$ cat config.mk
export PLATFORM = sky130hd
export DESIGN_NAME = vgroup_retire
export DESIGN_NICKNAME = d
export VERILOG_FILES = /design/src/rtl/vgroup_retire.sv
export SDC_FILE = /design/constraint.sdc
export NUM_CORES = 1
export LEC_CHECK = 0
export BUFFER_PORTS_ARGS = -buffer_cell sky130_fd_sc_hd__buf_2
export CAP_MARGIN = 10
export CORE_AREA = 5 5 86 88
export CTS_BUF_LIST = sky130_fd_sc_hd__clkbuf_8
export DETAILED_ROUTE_END_ITERATION = 16
export DIE_AREA = 0 0 91 93
export PLACE_DENSITY = 0.65
export SYNTH_ARGS = -nofsm -noshare
export SYNTH_HDL_FRONTEND = slang
export SYNTH_SLANG_ARGS = --single-unit
$ cat constraint.sdc
create_clock -name clk -period 4.3 [get_ports clk]
set_input_delay 0.86 -clock clk [delete_from_list [all_inputs] [get_ports clk]]
set_output_delay 0.86 -clock clk [all_outputs]
set_load 0.05 [all_outputs]
$ cat src/rtl/vgroup_retire.sv
// vgroup_retire: tracks one grouped vector instruction (LMUL register group)
// from issue until every micro-op result of the group has been retired into
// the vector register file. Results must arrive in register order starting
// at the group base; out-of-order results are dropped and flagged.
module vgroup_retire #(
   parameter int DATA_W   = 32,
   parameter int MAX_LMUL = 8
) (
   input  logic              clk,
   input  logic              rst_n,
   input  logic              issue_valid,
   input  logic [2:0]        issue_lmul,
   input  logic [4:0]        issue_rdest,
   output logic              issue_ready,
   input  logic              res_valid,
   input  logic [4:0]        res_rdest,
   input  logic [DATA_W-1:0] res_data,
   output logic              res_ready,
   output logic              wr_en,
   output logic [4:0]        wr_addr,
   output logic [DATA_W-1:0] wr_data,
   output logic              group_done,
   output logic              err_seq,
   output logic              front_stall
);

   typedef enum logic [1:0] {
      IDLE    = 2'b00,
      COLLECT = 2'b01,
      DONE    = 2'b10
   } state_t;

   // Group size used for the reserved encodings 1xx.
   localparam logic [3:0] MAX_TOTAL = 4'(MAX_LMUL);

   // Translate the encoded LMUL into the number of result words in the group.
   function automatic logic [3:0] decode_lmul(input logic [2:0] enc);
      logic [3:0] n;
      case (enc)
         3'b000:  n = 4'd1;
         3'b001:  n = 4'd2;
         3'b010:  n = 4'd4;
         3'b011:  n = 4'd8;
         default: n = MAX_TOTAL;
      endcase
      return n;
   endfunction

   state_t            state_r;
   logic [4:0]        base_r;
   logic [3:0]        total_r;
   logic [3:0]        count_r;
   logic              issue_ready_r;
   logic              res_ready_r;
   logic              wr_en_r;
   logic [4:0]        wr_addr_r;
   logic [DATA_W-1:0] wr_data_r;
   logic              group_done_r;
   logic              err_seq_r;
   logic              front_stall_r;

   logic [4:0]        exp_reg_s;
   logic [3:0]        count_inc_s;
   logic              issue_hs_s;
   logic              res_hs_s;
   logic              match_s;
   logic              last_s;

   // Handshake qualification and the register the next result must target;
   // the 5-bit add wraps v31 -> v0 naturally.
   always_comb begin
      exp_reg_s   = base_r + {1'b0, count_r};
      count_inc_s = count_r + 4'd1;
      issue_hs_s  = issue_valid & issue_ready_r;
      res_hs_s    = res_valid & res_ready_r;
      match_s     = (res_rdest == exp_reg_s);
      last_s      = (count_inc_s == total_r);
   end

   // Retirement FSM; every output is a flop updated alongside the state.
   always_ff @(posedge clk or negedge rst_n) begin
      if (!rst_n) begin
         state_r       <= IDLE;
         base_r        <= 5'd0;
         total_r       <= 4'd0;
         count_r       <= 4'd0;
         issue_ready_r <= 1'b1;
         res_ready_r   <= 1'b0;
         wr_en_r       <= 1'b0;
         wr_addr_r     <= 5'd0;
         wr_data_r     <= '0;
         group_done_r  <= 1'b0;
         err_seq_r     <= 1'b0;
         front_stall_r <= 1'b0;
      end else begin
         // Pulses last one cycle unless re-armed below.
         wr_en_r      <= 1'b0;
         err_seq_r    <= 1'b0;
         group_done_r <= 1'b0;
         case (state_r)
            IDLE: begin
               if (issue_hs_s) begin
                  base_r        <= issue_rdest;
                  total_r       <= decode_lmul(issue_lmul);
                  count_r       <= 4'd0;
                  state_r       <= COLLECT;
                  issue_ready_r <= 1'b0;
                  res_ready_r   <= 1'b1;
                  front_stall_r <= 1'b1;
               end
            end
            COLLECT: begin
               if (res_hs_s) begin
                  count_r <= count_inc_s;
                  if (match_s) begin
                     wr_en_r   <= 1'b1;
                     wr_addr_r <= exp_reg_s;
                     wr_data_r <= res_data;
                  end else begin
                     err_seq_r <= 1'b1;
                  end
                  if (last_s) begin
                     state_r      <= DONE;
                     res_ready_r  <= 1'b0;
                     group_done_r <= 1'b1;
                  end
               end
            end
            DONE: begin
               state_r       <= IDLE;
               issue_ready_r <= 1'b1;
               front_stall_r <= 1'b0;
            end
            default: begin
               state_r       <= IDLE;
               issue_ready_r <= 1'b1;
               res_ready_r   <= 1'b0;
               front_stall_r <= 1'b0;
            end
         endcase
      end
   end

   assign issue_ready = issue_ready_r;
   assign res_ready   = res_ready_r;
   assign wr_en       = wr_en_r;
   assign wr_addr     = wr_addr_r;
   assign wr_data     = wr_data_r;
   assign group_done  = group_done_r;
   assign err_seq     = err_seq_r;
   assign front_stall = front_stall_r;

endmodule

==> run metrics <==
Worst R2R Setup Slack=1390 ps; run status=complete, no violations; n_diodes=0; drt wl/cell=13.7 um; # clock sinks=58; root buffer cell=clkbuf_8; Hold Crit Class=primary input to async pin; CP Launch Type=flip-flop; Pins Over Slew Limit=0; setup_tns=0 ps; DRC=0; Nets=349; pre-CTS setup slack=1380 ps; Worst setup endpoint=wr_data[9]; dpl hpwl=3910 um; die area=8460 um2; Synth Instances=196; vias in the first global route=1,906; Critical Path Start=count_r[0]; max_cap viols=0; # rows=30; synthesis-to-layout area growth=29.1%; commonest non-fill, non-tap cell in the layout=buf_2; die width=91 um; Num CTS Buffers=9; Setup Fix Bufs, Post-CTS=0; most frequent cells in the layout=91 x buf_2, 57 x dfrtp_1, 23 x nand2_1; CTS tree=done; port bufs=91; Hold Vio Cnt, Final=0; Reg2Reg Depth=9; Worst Max-Slew Pin Slew=490 ps; skew final=9.17 ps; die height=93 um; crit path time final=2910 ps; clk buf depth=2; first-pass GRT wire length=8860 um; CP Data Required Time=4510 ps; Post-CTS Hold Fix Bufs=0; worst r2r src=count_r[0]; final worst slack=1390 ps; Initial Utilization=0.383; Pleak=1.76 nW; crit-path max FO=38; net count after synthesis=251; Syn Std Cell Area=2520 um2; Fmax=0.343 GHz; Metal-1 WL=2240 um; Final period util=0.677; DRT antenna net count=0; pwr dens=887 nW/um2; #FFs+latches synth=58; Slew headroom=0.673; First-pass DRT Iterations=3; initial DRC count=25; met3 WL=493 um; Worst EP arrival=3120 ps; fin util=0.495; vias per std cell=4.71; RSZ-0062 raised after global routing=false; post-CTS sizing=0; Avg Inst Size Synth=12.8 um2; # IOs=92; synth unique cells=34; kind of critical path=flip-flop to flip-flop; DR top layer=met4; routed vias=1,781; GPL Wtd Cong=0.807; Core Area=6570 um2; yosys warns=0; maximum vdd drop=0.433 mV; largest net degree at the start of global routing=41; DR WL met2=2390 um; Routed WL=5160 um; CTS H-tree lvls=3; Seq/Total Area, Yosys=0.577; Tot GR Track Use=0.133; antenna violations before repair=0; Crit. End Element=flip-flop; Final setup viols=0; Fillers=602; CTS clock-pin slew for the worst setup and hold paths=70 ps; Clk Latency, worst-skew pair=330 ps; RR Endpoint=wr_data[9]; Overflow after GRT=0; share of cells above drive strength 1=0.423
==> metrics by stage <==
stage	total power (W)	hold slack (ps)	std cells	cell area, um2
floorplan	0.00207	452	196	2520
detailed placement	0.00243	469	363	3060
global route	0.00308	476	378	3250
global placement	0.00240	462	363	3060
CTS	0.00293	457	378	3250
finish	0.00288	463	378	3250
==> cell usage after synthesis, drive strengths merged <==
| library cell | instances | area (um2) |
|---|---|---|
| xnor2 | 8 | 70.1 |
| dfrtp | 57 | 1430 |
| a21oi | 4 | 23.8 |
| nand4b | 1 | 8.76 |
| inv | 6 | 22.5 |
| ha | 5 | 62.6 |
| and2 | 2 | 12.5 |
| and4b | 1 | 10.0 |
| nor2 | 11 | 41.3 |
| mux2i | 1 | 10.0 |
| nand2b | 1 | 6.26 |
| clkbuf | 3 | 11.3 |
| nand3 | 5 | 25.0 |
| buf | 4 | 35.0 |
| xor3 | 1 | 23.8 |
| o21ai | 8 | 40.0 |
| o41ai | 1 | 8.76 |
| mux2 | 36 | 405 |
| xnor3 | 1 | 22.5 |
| and4 | 2 | 17.5 |
| nor4 | 1 | 12.5 |
| xor2 | 5 | 43.8 |
| nor3 | 3 | 15.0 |
| fa | 1 | 20.0 |
| o31ai | 1 | 7.51 |
| a21o | 1 | 7.51 |
| dfstp | 1 | 26.3 |
| or3 | 1 | 6.26 |
| nand2 | 23 | 86.3 |
| a211o | 1 | 8.76 |
==> layout make-up <==
cell class | instances | area, um2 | area share
clock buffers | 10 | 138 | 0.0423
clock inverters | 5 | 55.1 | 0.0169
inverters | 6 | 22.5 | 0.00693
multi-input cells | 125 | 1000 | 0.309
flip-flops and latches | 58 | 1450 | 0.447
well taps | 80 | 100 | 0.0308
repair buffers | 94 | 478 | 0.147
==> routing by layer <==
layer,global-route usage,vias up
met5,0,-
met4,0.0403,0
met3,0.0740,5
met2,0.206,73
met1,0.157,835
li1,-,868
==> worst max-delay path, cell delays in order (launching register included) <==
cell and delay, ps:
dfrtp_1 450, ha_1 200, inv_1 50, fa_1 390
nand2b_1 160, a21oi_1 240, xnor2_1 180, nor4_4 260
buf_4 460, mux2_2 390
==> flip-flops by register name, summed over array words and instances (netlist names) <==
| register | count |
|---|---|
| count_r | 4 |
| res_ready | 1 |
| wr_data | 32 |
| issue_ready | 1 |
| wr_en | 1 |
| base_r | 5 |
| group_done | 1 |
| total_r | 4 |
| wr_addr | 5 |
| state_r | 2 |
| err_seq | 1 |
| front_stall | 1 |
==> worst min-delay path by stage <==
stage | to | depth (start not counted) | start | slack, ps
final | wr_addr[0] | 1 | rst_n | 460
after global routing | wr_data[1] | 1 | rst_n | 480
after CTS | wr_data[3] | 1 | rst_n | 460
after detailed placement | wr_data[0] | 1 | wr_data[0] | 470
after global placement | wr_data[19] | 1 | wr_data[19] | 460
after floorplan | base_r[0] | 2 | base_r[0] | 450
==> power breakdown <==
group          total [W]  leakage [nW]  internal, W  switching, W
logic            0.00147         0.920     0.000465       0.00100
clock network   0.000485        0.0941     0.000278      0.000207
registers       0.000929         0.750     0.000787      0.000142
total            0.00288          1.76      0.00153       0.00135
==> logic make-up (layout without fill, tap and decap cells) <==
kind of cell,count (synthesis),count (layout),synth area share
AND/OR/NAND/NOR,51,51,0.0959
AO/OA/AOI/OAI,16,16,0.0383
multiplexers,37,37,0.165
adder cells (fa/ha/maj),6,6,0.0328
buffers and inverters,13,115,0.0273
XOR/XNOR,15,15,0.0636
flip-flops,58,58,0.577
No activity file was read; power rests on OpenSTA's default activity.
